File: src/rtl/fifo_wr_pkg.sv
// Shared definitions for the FIFO write-side adapter: FSM encoding and input buffer sizing.
package fifo_wr_pkg;

    typedef enum logic [1:0] {
        ST_IDLE    = 2'd0,
        ST_DATA    = 2'd1,
        ST_TRAILER = 2'd2
    } wr_state_e;

    localparam int BUF_DEPTH = 2;
    localparam int BUF_CNT_W = 2;

    function automatic logic [BUF_CNT_W-1:0] next_occupancy(
        input logic [BUF_CNT_W-1:0] cnt,
        input logic                 push,
        input logic                 pop
    );
        logic [BUF_CNT_W-1:0] nxt;
        case ({push, pop})
            2'b10:   nxt = cnt + BUF_CNT_W'(1);
            2'b01:   nxt = cnt - BUF_CNT_W'(1);
            default: nxt = cnt;
        endcase
        return nxt;
    endfunction

endpackage

File: src/rtl/fifo_skid_buf.sv
// Two-entry input buffer with registered in_ready and a bypass path when empty.
module fifo_skid_buf
    import fifo_wr_pkg::*;
#(
    parameter int WIDTH = 9
) (
    input  logic             clk,
    input  logic             rstn,
    input  logic             in_valid,
    input  logic [WIDTH-1:0] in_data,
    output logic             in_ready,
    output logic             out_valid,
    output logic [WIDTH-1:0] out_data,
    input  logic             out_ready
);

    localparam logic [BUF_CNT_W-1:0] DEPTH_C = BUF_CNT_W'(BUF_DEPTH);

    logic [WIDTH-1:0]     mem_r [BUF_DEPTH];
    logic                 rd_ptr_r;
    logic                 wr_ptr_r;
    logic [BUF_CNT_W-1:0] count_r;
    logic                 in_ready_r;

    logic                 empty_s;
    logic                 accept_s;
    logic                 push_s;
    logic                 pop_s;
    logic [BUF_CNT_W-1:0] count_nxt_s;

    assign empty_s  = (count_r == '0);
    assign accept_s = in_valid && in_ready_r;
    // A word accepted while empty goes straight to the consumer if it is taking one.
    assign push_s   = accept_s && !(empty_s && out_ready);
    assign pop_s    = out_ready && !empty_s;

    assign count_nxt_s = next_occupancy(count_r, push_s, pop_s);

    assign out_valid = !empty_s || accept_s;
    assign out_data  = empty_s ? in_data : mem_r[rd_ptr_r];
    assign in_ready  = in_ready_r;

    // Storage, pointers, occupancy and the registered ready flag.
    always_ff @(posedge clk or negedge rstn) begin
        if (!rstn) begin
            for (int i = 0; i < BUF_DEPTH; i++) begin
                mem_r[i] <= '0;
            end
            rd_ptr_r   <= 1'b0;
            wr_ptr_r   <= 1'b0;
            count_r    <= '0;
            in_ready_r <= 1'b0;
        end else begin
            if (push_s) begin
                mem_r[wr_ptr_r] <= in_data;
                wr_ptr_r        <= ~wr_ptr_r;
            end
            if (pop_s) begin
                rd_ptr_r <= ~rd_ptr_r;
            end
            count_r    <= count_nxt_s;
            in_ready_r <= (count_nxt_s < DEPTH_C);
        end
    end

endmodule

File: src/rtl/fifo_wr_adapter.sv
// Packet write adapter: forwards words to a FIFO and appends a word-count trailer after each packet.
module fifo_wr_adapter
    import fifo_wr_pkg::*;
#(
    parameter int DATA_WIDTH    = 8,
    parameter int PKT_CNT_WIDTH = 16
) (
    input  logic                     wr_clk,
    input  logic                     wr_rstn,
    input  logic                     in_valid,
    input  logic [DATA_WIDTH-1:0]    in_data,
    input  logic                     in_last,
    output logic                     in_ready,
    input  logic                     full,
    output logic                     wr_valid,
    output logic [DATA_WIDTH-1:0]    wr_data,
    output logic [PKT_CNT_WIDTH-1:0] pkt_cnt
);

    wr_state_e                state_r;
    logic [DATA_WIDTH-1:0]    word_cnt_r;
    logic                     cur_last_r;
    logic                     wr_valid_r;
    logic [DATA_WIDTH-1:0]    wr_data_r;
    logic [PKT_CNT_WIDTH-1:0] pkt_cnt_r;

    logic                     buf_valid_s;
    logic [DATA_WIDTH:0]      buf_word_s;
    logic                     buf_last_s;
    logic [DATA_WIDTH-1:0]    buf_data_s;
    logic                     xfer_s;
    logic                     out_free_s;
    logic                     last_xfer_s;
    logic                     load_ok_s;

    fifo_skid_buf #(
        .WIDTH (DATA_WIDTH + 1)
    ) u_skid_buf (
        .clk       (wr_clk),
        .rstn      (wr_rstn),
        .in_valid  (in_valid),
        .in_data   ({in_last, in_data}),
        .in_ready  (in_ready),
        .out_valid (buf_valid_s),
        .out_data  (buf_word_s),
        .out_ready (load_ok_s)
    );

    assign buf_last_s  = buf_word_s[DATA_WIDTH];
    assign buf_data_s  = buf_word_s[DATA_WIDTH-1:0];

    assign xfer_s      = wr_valid_r && !full;
    assign out_free_s  = !wr_valid_r || xfer_s;
    assign last_xfer_s = xfer_s && cur_last_r && (state_r != ST_TRAILER);

    // Decide whether the output stage may take a data word this cycle.
    always_comb begin
        load_ok_s = 1'b0;
        case (state_r)
            ST_IDLE, ST_DATA: load_ok_s = out_free_s && !last_xfer_s;
            ST_TRAILER:       load_ok_s = xfer_s;
            default:          load_ok_s = 1'b0;
        endcase
    end

    // Packet FSM with the registered output stage and counters.
    always_ff @(posedge wr_clk or negedge wr_rstn) begin
        if (!wr_rstn) begin
            state_r    <= ST_IDLE;
            word_cnt_r <= '0;
            cur_last_r <= 1'b0;
            wr_valid_r <= 1'b0;
            wr_data_r  <= '0;
            pkt_cnt_r  <= '0;
        end else begin
            case (state_r)
                ST_IDLE, ST_DATA: begin
                    if (last_xfer_s) begin
                        // Trailer replaces the last word in place so wr_valid never drops.
                        state_r    <= ST_TRAILER;
                        word_cnt_r <= word_cnt_r + DATA_WIDTH'(1);
                        wr_data_r  <= word_cnt_r + DATA_WIDTH'(1);
                        wr_valid_r <= 1'b1;
                        cur_last_r <= 1'b0;
                    end else begin
                        if (xfer_s) begin
                            state_r    <= ST_DATA;
                            word_cnt_r <= word_cnt_r + DATA_WIDTH'(1);
                        end
                        if (load_ok_s) begin
                            wr_valid_r <= buf_valid_s;
                            if (buf_valid_s) begin
                                wr_data_r  <= buf_data_s;
                                cur_last_r <= buf_last_s;
                            end
                        end
                    end
                end
                ST_TRAILER: begin
                    if (xfer_s) begin
                        state_r    <= ST_IDLE;
                        word_cnt_r <= '0;
                        pkt_cnt_r  <= pkt_cnt_r + PKT_CNT_WIDTH'(1);
                        wr_valid_r <= buf_valid_s;
                        if (buf_valid_s) begin
                            wr_data_r  <= buf_data_s;
                            cur_last_r <= buf_last_s;
                        end
                    end
                end
                default: begin
                    state_r    <= ST_IDLE;
                    wr_valid_r <= 1'b0;
                end
            endcase
        end
    end

    assign wr_valid = wr_valid_r;
    assign wr_data  = wr_data_r;
    assign pkt_cnt  = pkt_cnt_r;

endmodule

File: config.mk
export PLATFORM = sky130hd
export DESIGN_NAME = fifo_wr_adapter
export DESIGN_NICKNAME = d
export VERILOG_FILES = /design/src/rtl/fifo_wr_pkg.sv /design/src/rtl/fifo_skid_buf.sv /design/src/rtl/fifo_wr_adapter.sv
export SDC_FILE = /design/constraint.sdc
export NUM_CORES = 1
export LEC_CHECK = 0
export ABC_AREA = 1
export CAP_MARGIN = 20
export CELL_PAD_IN_SITES_DETAIL_PLACEMENT = 1
export CELL_PAD_IN_SITES_GLOBAL_PLACEMENT = 1
export CORE_ASPECT_RATIO = 1.2
export CORE_UTILIZATION = 35
export DETAILED_ROUTE_END_ITERATION = 8
export PLACE_DENSITY_LB_ADDON = 0.1
export SLEW_MARGIN = 20
export SYNTH_ARGS = -nofsm -noshare
export SYNTH_HDL_FRONTEND = slang
export SYNTH_SLANG_ARGS = --single-unit
File: constraint.sdc
create_clock -name wr_clk -period 5.7 [get_ports wr_clk]
set_clock_uncertainty 0.05 [all_clocks]
set_input_delay 0.57 -clock wr_clk [delete_from_list [all_inputs] [get_ports wr_clk]]
set_output_delay 0.57 -clock wr_clk [all_outputs]
set_load 0.02 [all_outputs]
==> impl_metrics.tcl, run 1 <==
set metrics [dict create \
    post-route-drc-count 0 \
    post_cts.repair.setup_buffers 0 \
    cp_num_buf_inv 3 \
    synth.top_cell.area_share_pct 46.5 \
    vias 2774 \
    synth_top_cell_by_area "dfrtp_1" \
    die-area_um2 9450 \
    coreArea_um2 8700 \
    hp-class "input port to async pin" \
    viasPerCell 4.79 \
    finalHoldViolCount 0 \
    cp_max_fo 21 \
    syn_to_final_growth_pct 20.5 \
    top_usage_layer "met2" \
    ys_top_cells_by_area "dfrtp_1, nand2_1, inv_1" \
    place_inst 567 \
    yosysMostFrequentCell "nand2_1" \
    layout-drive-gt1-share_pct 7.79 \
    cpPeakStageDelay_ns 0.51 \
    first_pass_iters 4 \
    path_clk_slew_ns 0.07 \
    port_buffers 38 \
    antenna_cells 0 \
    final-max-slew-violation-count 0 \
    fill_cells 1146 \
    synth_cells 417 \
    routed_wl_um 8020 \
    ant_nets 0 \
    cts-root-buf "clkbuf_8" \
    path_cells "clkdlybuf4s50_1, inv_1, nand3_1, nand3_1, nand2_2, nand2_2, nand2_2, ha_1, a21oi_1, o21ai_0, xor2_1, inv_1" \
    netlist_area_um2 3170 \
    die_w_um 88.9 \
    yosys-top-cells-count "nand2_1, dfrtp_1, inv_1, nor2_1, nand3_1" \
    syn_nets 433 \
    drtIter0Drc 104 \
    cp-end-kind "register" \
    postPlaceCellArea_um2 3670 \
    ctsResizeCount 0 \
    ys.flop_type "dfrtp_1" \
    stdcell_area_um2 3820 \
    path_delay_family "buffers and inverters" \
    rr_endpoint "u_skid_buf.in_ready" \
    start_util_pct 36.5 \
    period_needed_ns 2.52 \
    ir_drop_uv 276 \
    grt_pass1_vias 2869 \
    clk_latency_ns 0.35 \
    reg2reg_from "wr_valid" \
    rows 37 \
    antenna_found_initial 0 \
    fin_nets 477 \
    async_flop_share_pct 100 \
    cap_violations 0 \
    cts_made_buffers 9 \
    synth.ff_latch_count 59 \
    clock-sinks 59 \
    grtUsageMet3_pct 3.73 \
    fin_setup_tns_ns 0 \
    io_pins 39 \
    worstMarginPinSlew_ns 0.783 \
    reg2reg_depth 11 \
    grt.met2_usage_pct 30.6 \
    grt_pass1_wl_um 14200 \
    worstPathArrival_ns 2.70 \
    grt_start_max_net_pins 60 \
    clock_path_buffers 2 \
    start_kind "input port" \
    htree_levels 3 \
    setup_viol 0 \
    ctsHoldBuffers 0 \
    syn_avg_cell_area_um2 7.61 \
    fmax_mhz 396 \
    cts_tree "built" \
    critPathSlowestCell "clkdlybuf4s50_1" \
    cp_common_cell "nand2_2" \
    critical_path_class "input port to register" \
    wire_per_inst_um 13.8 \
    reg2reg_slack_ns 3.48 \
    gr-usage-met1_pct 27.1 \
    gr-total-overflow 0 \
    worst_ep_required_time_ns 5.88 \
    p_per_area_nw_per_um2 501 \
    grt.total_usage_pct 19.8 \
    yosysWarnings 0 \
    place_congestion 0.760 \
    rsz0062_at_grt "no" \
    finalCritPeriodShare_pct 44.3 \
    leakagePower_nw 1.90 \
    synth_cell_types 31 \
    fin_cells 579 \
    synth-edff-count 0 \
    relSlewSlack_pct 47.8 \
    ys_seq_area_share_pct 46.5 \
    place_hpwl_um 6000 \
    status "finished clean" \
    die_y_um 106 \
]
-- stage by stage --
stage	total power, mW	hold slack (ns)	setup WS (ns)	util (%)
6_report	1.91	0.322	3.18	43.9
4_1_cts	1.95	0.375	3.19	43.9
3_5_place_dp	1.61	0.410	2.83	42.2
3_3_place_gp	1.58	0.402	2.91	42.2
5_1_grt	2.11	0.394	2.92	43.9
2_1_floorplan	1.32	0.224	3.60	-
-- where the power goes --
group	internal, mW	switching (mW)	total [mW]
Clock	0.172	0.153	0.325
Sequential	0.578	0.137	0.715
Combinational	0.315	0.559	0.874
Total	1.07	0.849	1.91
-- worst max path at each step --
stage             start                   to  cells past startpoint
3_3_place_gp       full  u_skid_buf.in_ready                     11
6_report           full  u_skid_buf.in_ready                     12
5_1_grt            full  u_skid_buf.in_ready                     12
4_1_cts            full  u_skid_buf.in_ready                     12
2_1_floorplan  in_valid  u_skid_buf.in_ready                      9
3_5_place_dp       full  u_skid_buf.in_ready                     12
-- cell families (layout without fill, tap and decap cells) --
kind of cell / after synthesis / after routing / synth area share, %
xor gates and xnor gates: 14 / 14 / 3.86
AOI/OAI and AO/OA: 27 / 27 / 4.77
and+or+nand+nor: 264 / 264 / 37.3
adders and majority gates: 3 / 3 / 1.18
DFF: 59 / 59 / 46.5
buffers and inverters: 50 / 95 / 6.39
-- cell usage in the layout (no fill, tap or decap), drive strengths merged --
cell type | netlist | layout
a211oi | 1 | 1
a21oi | 1 | 1
buf | 5 | 2
clkbuf | 1 | 12
clkdlybuf4s50 | 0 | 37
clkinv | 2 | 2
dfrtp | 59 | 59
ha | 3 | 3
inv | 42 | 42
nand2 | 175 | 175
nand3 | 29 | 29
nand3b | 1 | 1
nand4 | 21 | 21
nor2 | 33 | 33
nor3 | 4 | 4
nor3b | 1 | 1
o21ai | 23 | 23
o22ai | 2 | 2
xnor2 | 7 | 7
xor2 | 7 | 7
-- flip-flops by register name, summed over array words and instances, names as in the netlist, named ones only --
signal	flops
u_skid_buf.rd_ptr_r	1
word_cnt_r	8
u_skid_buf.count_r	1
wr_valid	1
wr_data	8
state_r	2
cur_last_r	1
u_skid_buf.in_ready	1
pkt_cnt	16
u_skid_buf.mem_r	18
u_skid_buf.wr_ptr_r	1
-- layout make-up --
| class | instances | area [um2] | share of cell area (%) |
|---|---|---|---|
| inverter | 44 | 170 | 4.45 |
| sequential | 59 | 1480 | 38.6 |
| multi-input combinational | 308 | 1490 | 39.1 |
| clock buffer | 12 | 155 | 4.06 |
| tap | 117 | 146 | 3.83 |
| timing repair buffer | 39 | 383 | 10.0 |
-- layer usage --
layer  vias up  wire length, um  part of all wire (%)
li1       1409                -                     -
met1      1320             3880                    48
met2        34             3790                    47
met3        11              218                   2.7
met4         0              138                   1.7
met5         -                0                     0
No activity file was read; power rests on OpenSTA's default activity.
==> run 2: changes to the inputs <==
clock period = 2.3 ns   (was 5.7 ns; I/O delays follow)
==> impl_metrics.tcl, run 2 (same netlist as run 1, synthesis figures left out) <==
set metrics [dict create \
    wire_per_inst_um 14.1 \
    worstPathArrival_ns 2.08 \
    final-max-slew-violation-count 0 \
    fmax_mhz 525 \
    fin_setup_tns_ns 0 \
    drtIter0Drc 157 \
    setup_viol 0 \
    io_pins 39 \
    reg2reg_depth 11 \
    reg2reg_slack_ns 0.39 \
    grt_pass1_vias 3048 \
    place_inst 572 \
    die_y_um 106 \
    routed_wl_um 8300 \
    antenna_cells 0 \
    dpl_worst_slack_ns 0.0827 \
    grt_pass1_wl_um 14500 \
    clk_latency_ns 0.34 \
    antenna_found_initial 0 \
    cp-end-kind "register" \
    critical_path_class "input port to register" \
    leakagePower_nw 1.94 \
    finalCritPeriodShare_pct 82.9 \
    finalHoldViolCount 0 \
    relSlewSlack_pct 57.9 \
    clock_path_buffers 2 \
    worst_ep_required_time_ns 2.47 \
    htree_levels 3 \
    hp-class "input port to async pin" \
    cts_tree "built" \
    fin_nets 483 \
    die_w_um 88.9 \
    grt.total_usage_pct 20.2 \
    viasPerCell 4.85 \
    vias 2856 \
    grt_start_max_net_pins 35 \
    die-area_um2 9450 \
    worstMarginPinSlew_ns 0.632 \
    rsz0062_at_grt "no" \
    start_util_pct 36.5 \
    first_pass_iters 4 \
    fin_cells 589 \
    final_cell_mix "nand2_1, dfrtp_1, inv_1" \
    power.total_mw 4.87 \
    postPlaceCellArea_um2 3720 \
    period_needed_ns 1.91 \
    p_per_area_nw_per_um2 1250 \
    cp_max_fo 4 \
    largest_reg_flops 18 \
    ant_nets 0 \
    path_clk_slew_ns 0.07 \
    layout-drive-gt1-share_pct 9.11 \
    syn_to_final_growth_pct 23.0 \
    setup_slack_ns 0.394 \
    port_buffers 38 \
    status "finished clean" \
    rr_endpoint "u_skid_buf.in_ready" \
    top_register "u_skid_buf.mem_r" \
    coreArea_um2 8700 \
    ir_drop_uv 678 \
    final_common_cell "nand2_1" \
    reg2reg_from "wr_valid" \
    rows 37 \
    post-route-drc-count 0 \
    place_hpwl_um 6270 \
    cts_made_buffers 9 \
    cts-root-buf "clkbuf_8" \
    stdcell_area_um2 3900 \
    clock-sinks 59 \
    start_kind "input port" \
    place_congestion 0.768 \
    gr-total-overflow 0 \
    cap_violations 0 \
]
## run 2: changes by cell type in the layout (fill, tap and decap cells not counted), sizes merged
cell	delta
buf	+5
clkbuf	+2
dlygate4sd3	+1
clkinv	+2
## run 2: worst max-delay path, stage by stage
cell             delay (ns)
clkdlybuf4s50_1        0.49
inv_1                  0.13
nand3_1                0.07
nand3_1                0.09
nand2_2                0.08
nand2_1                0.10
inv_1                  0.06
ha_1                   0.31
a21oi_1                0.12
o21ai_0                0.13
xor2_1                 0.21
inv_1                  0.06
## run 2: routing by layer
| metal | track usage (%) | share of wire (%) | up-vias | wire length (um) |
|---|---|---|---|---|
| met5 | 0 | 0 | - | 0 |
| met4 | 9.33 | 2.1 | 0 | 172 |
| met3 | 3.34 | 2.0 | 11 | 162 |
| met2 | 32.9 | 49 | 29 | 4030 |
| met1 | 25.9 | 47 | 1388 | 3940 |
| li1 | - | - | 1428 | - |
## run 2: repair_timing
item | in CTS | in global routing
hold buffers | 1 | 0
gates resized for setup | 0 | 0
buffers inserted | 0 | 0
hold endpoints to repair | 25 | 0
## run 2: power by group
part | internal (mW) | switching [mW]
sequential | 1.43 | 0.316
clock | 0.448 | 0.402
combinational | 0.824 | 1.44
## run 2: per-stage QoR
stage | hold WS (ns) | utilization (%)
after floorplan | -0.116 | -
after global placement | 0.234 | 42.7
after detailed placement | 0.233 | 42.7
after CTS | 0.389 | 44.8
after global routing | 0.438 | 44.8
final | 0.382 | 44.8
## run 2: final cells by class
type | instances | area, um2
Clock buffer | 14 | 163
Clock inverter | 2 | 10.0
Inverter | 44 | 170
Fill cell | 1115 | 4800
Tap cell | 117 | 146
Sequential cell | 59 | 1480
Multi-Input combinational cell | 308 | 1490
Timing Repair Buffer | 45 | 443
## run 2: worst max-delay path by stage
stage | startpoint | endpoint | depth (start not counted)
after floorplan | u_skid_buf.in_ready | u_skid_buf.in_ready | 9
after global placement | full | u_skid_buf.in_ready | 12
after detailed placement | full | u_skid_buf.in_ready | 12
after CTS | wr_valid | u_skid_buf.in_ready | 11
after global routing | full | u_skid_buf.in_ready | 12
final | full | u_skid_buf.in_ready | 12
==> run 3: changes to the inputs <==
clock period = 1.6 ns   (was 2.3 ns; I/O delays follow)
==> impl_metrics.tcl, run 3 (same netlist as run 1, synthesis figures left out) <==
set metrics [dict create \
    die_w_um 88.9 \
    vias 2972 \
    fill_cells 1105 \
    grt_pass1_wl_um 15000 \
    htree_levels 3 \
    die-area_um2 9450 \
    clk_latency_ns 0.35 \
    largest_reg_flops 18 \
    reg2reg_slack_ns -0.04 \
    stdcell_area_um2 4200 \
    relSlewSlack_pct 70.9 \
    top_register "u_skid_buf.mem_r" \
    critPathSlowestCell "dfrtp_2" \
    finalHoldViolCount 0 \
    worstPathArrival_ns 1.83 \
    drt-met1-wl_um 3850 \
    cp_common_cell "nand2_4" \
    fin_nets 511 \
    antenna_cells 0 \
    final_cell_mix "nand2_1, dfrtp_1, inv_1" \
    setup_viol 1 \
    violations "negative setup slack" \
    cts_tree "built" \
    cp_max_fo 4 \
    cpPeakStageDelay_ns 0.44 \
    io_pins 39 \
    cts-root-buf "clkbuf_8" \
    rsz0062_at_grt "yes" \
    layout-drive-gt1-share_pct 17.0 \
    reg2reg_depth 10 \
    drtIter0Drc 81 \
    cap_violations 0 \
    power.total_mw 7.66 \
    die_y_um 106 \
    clock_path_buffers 2 \
    first_pass_iters 4 \
    ant_nets 0 \
    wire_per_inst_um 13.8 \
    clock-sinks 59 \
    fin_setup_tns_ns -0.0446 \
    finalCritPeriodShare_pct 103 \
    final-max-slew-violation-count 0 \
    start_kind "register" \
    grt.total_usage_pct 20.7 \
    gr-total-overflow 0 \
    viasPerCell 4.82 \
    setup_slack_ns -0.0446 \
    utilization_pct 48.3 \
    place_hpwl_um 6340 \
    post-route-drc-count 0 \
    routed_wl_um 8510 \
    path_delay_family "flip-flops" \
    rr_endpoint "u_skid_buf.in_ready" \
    status "finished, violations left" \
    fmax_mhz 608 \
    cts_made_buffers 9 \
    fin_hold_ws_ns 0.294 \
    antenna_found_initial 0 \
    critical_path_class "register to register" \
    path_clk_slew_ns 0.07 \
    route.met3.wl_um 173 \
    cp-end-kind "register" \
    postPlaceCellArea_um2 3930 \
    port_buffers 38 \
    place_congestion 0.762 \
    p_per_area_nw_per_um2 1820 \
    reg2reg_from "wr_valid" \
    start_util_pct 36.5 \
    ir_drop_uv 773 \
    final_common_cell "nand2_1" \
    period_needed_ns 1.64 \
    syn_to_final_growth_pct 32.5 \
    leakagePower_nw 2.21 \
    coreArea_um2 8700 \
    grt_pass1_vias 3148 \
    path_cells "nand2_1, nand3_2, nand2_4, nand2_4, inv_2, ha_4, a21oi_2, o21ai_2, xor2_1, inv_1" \
    worst_ep_required_time_ns 1.78 \
    hp-class "input port to async pin" \
    top_layer "met4" \
    wl_met2_um 4320 \
    cp_num_buf_inv 2 \
    worstMarginPinSlew_ns 0.436 \
    grt_start_max_net_pins 60 \
    rows 37 \
]
[run 3: cell types whose count changed in the layout (fill, tap and decap cells not counted), moves of 3 or more]
cell             previous run  this run
o21ai_0                    22        19
nand2_4                     1         5
clkdlybuf4s50_1            37        19
buf_4                       5        32
nand3_1                    25        22
dlygate4sd2_1               0        15
dlymetal6s2s_1              0         3
[run 3: through the flow]
stage / cells / setup WS, ns
after floorplan: 417 / -0.230
after global placement: 597 / -0.393
after detailed placement: 597 / -0.484
after CTS: 614 / -0.0462
after global routing: 617 / -0.151
final: 617 / -0.0446
[run 3: cell type report]
type                    count  area (um2)  area share (%)
repair buffers             73         646            15.4
inverters                  44         173            4.11
flip-flops and latches     59        1480            35.1
clock inverters             2        10.0           0.238
multi-input cells         308        1580            37.6
clock buffers              14         173            4.11
well taps                 117         146            3.48
[run 3: power breakdown]
part,switching (mW),internal (mW)
sequential,0.410,2.06
clock,0.615,0.686
combinational,2.31,1.58
total,3.33,4.33
[run 3: worst max path at each step]
stage	from	to	cells past startpoint
after floorplan	wr_valid	u_skid_buf.in_ready	12
after global placement	full	u_skid_buf.in_ready	12
after detailed placement	full	u_skid_buf.in_ready	12
after CTS	state_r[1]	u_skid_buf.in_ready	11
after global routing	state_r[0]	u_skid_buf.in_ready	10
final	wr_valid	u_skid_buf.in_ready	10
[run 3: per-layer routing]
metal / up-vias / global-route usage (%)
li1: 1480 / -
met2: 32 / 35.4
met4: 0 / 8.76
met1: 1450 / 25.5
met5: - / 0
met3: 10 / 3.03
[run 3: worst register-to-register path: stages (launching register included)]
cell	delay, ns
dfrtp_2	0.44
nand2_1	0.09
nand3_2	0.09
nand2_4	0.11
nand2_4	0.05
inv_2	0.06
ha_4	0.20
a21oi_2	0.11
o21ai_2	0.07
xor2_1	0.18
inv_1	0.06
[run 3: what timing repair did]
action | 4_1_cts | 5_1_grt
pin swaps | 4 | 6
setup buffers | 0 | 3
hold endpoints to repair | 59 | 0
hold buffers | 1 | 0
gates resized for setup | 22 | 16
endpoints found under the setup margin | 25 | 36
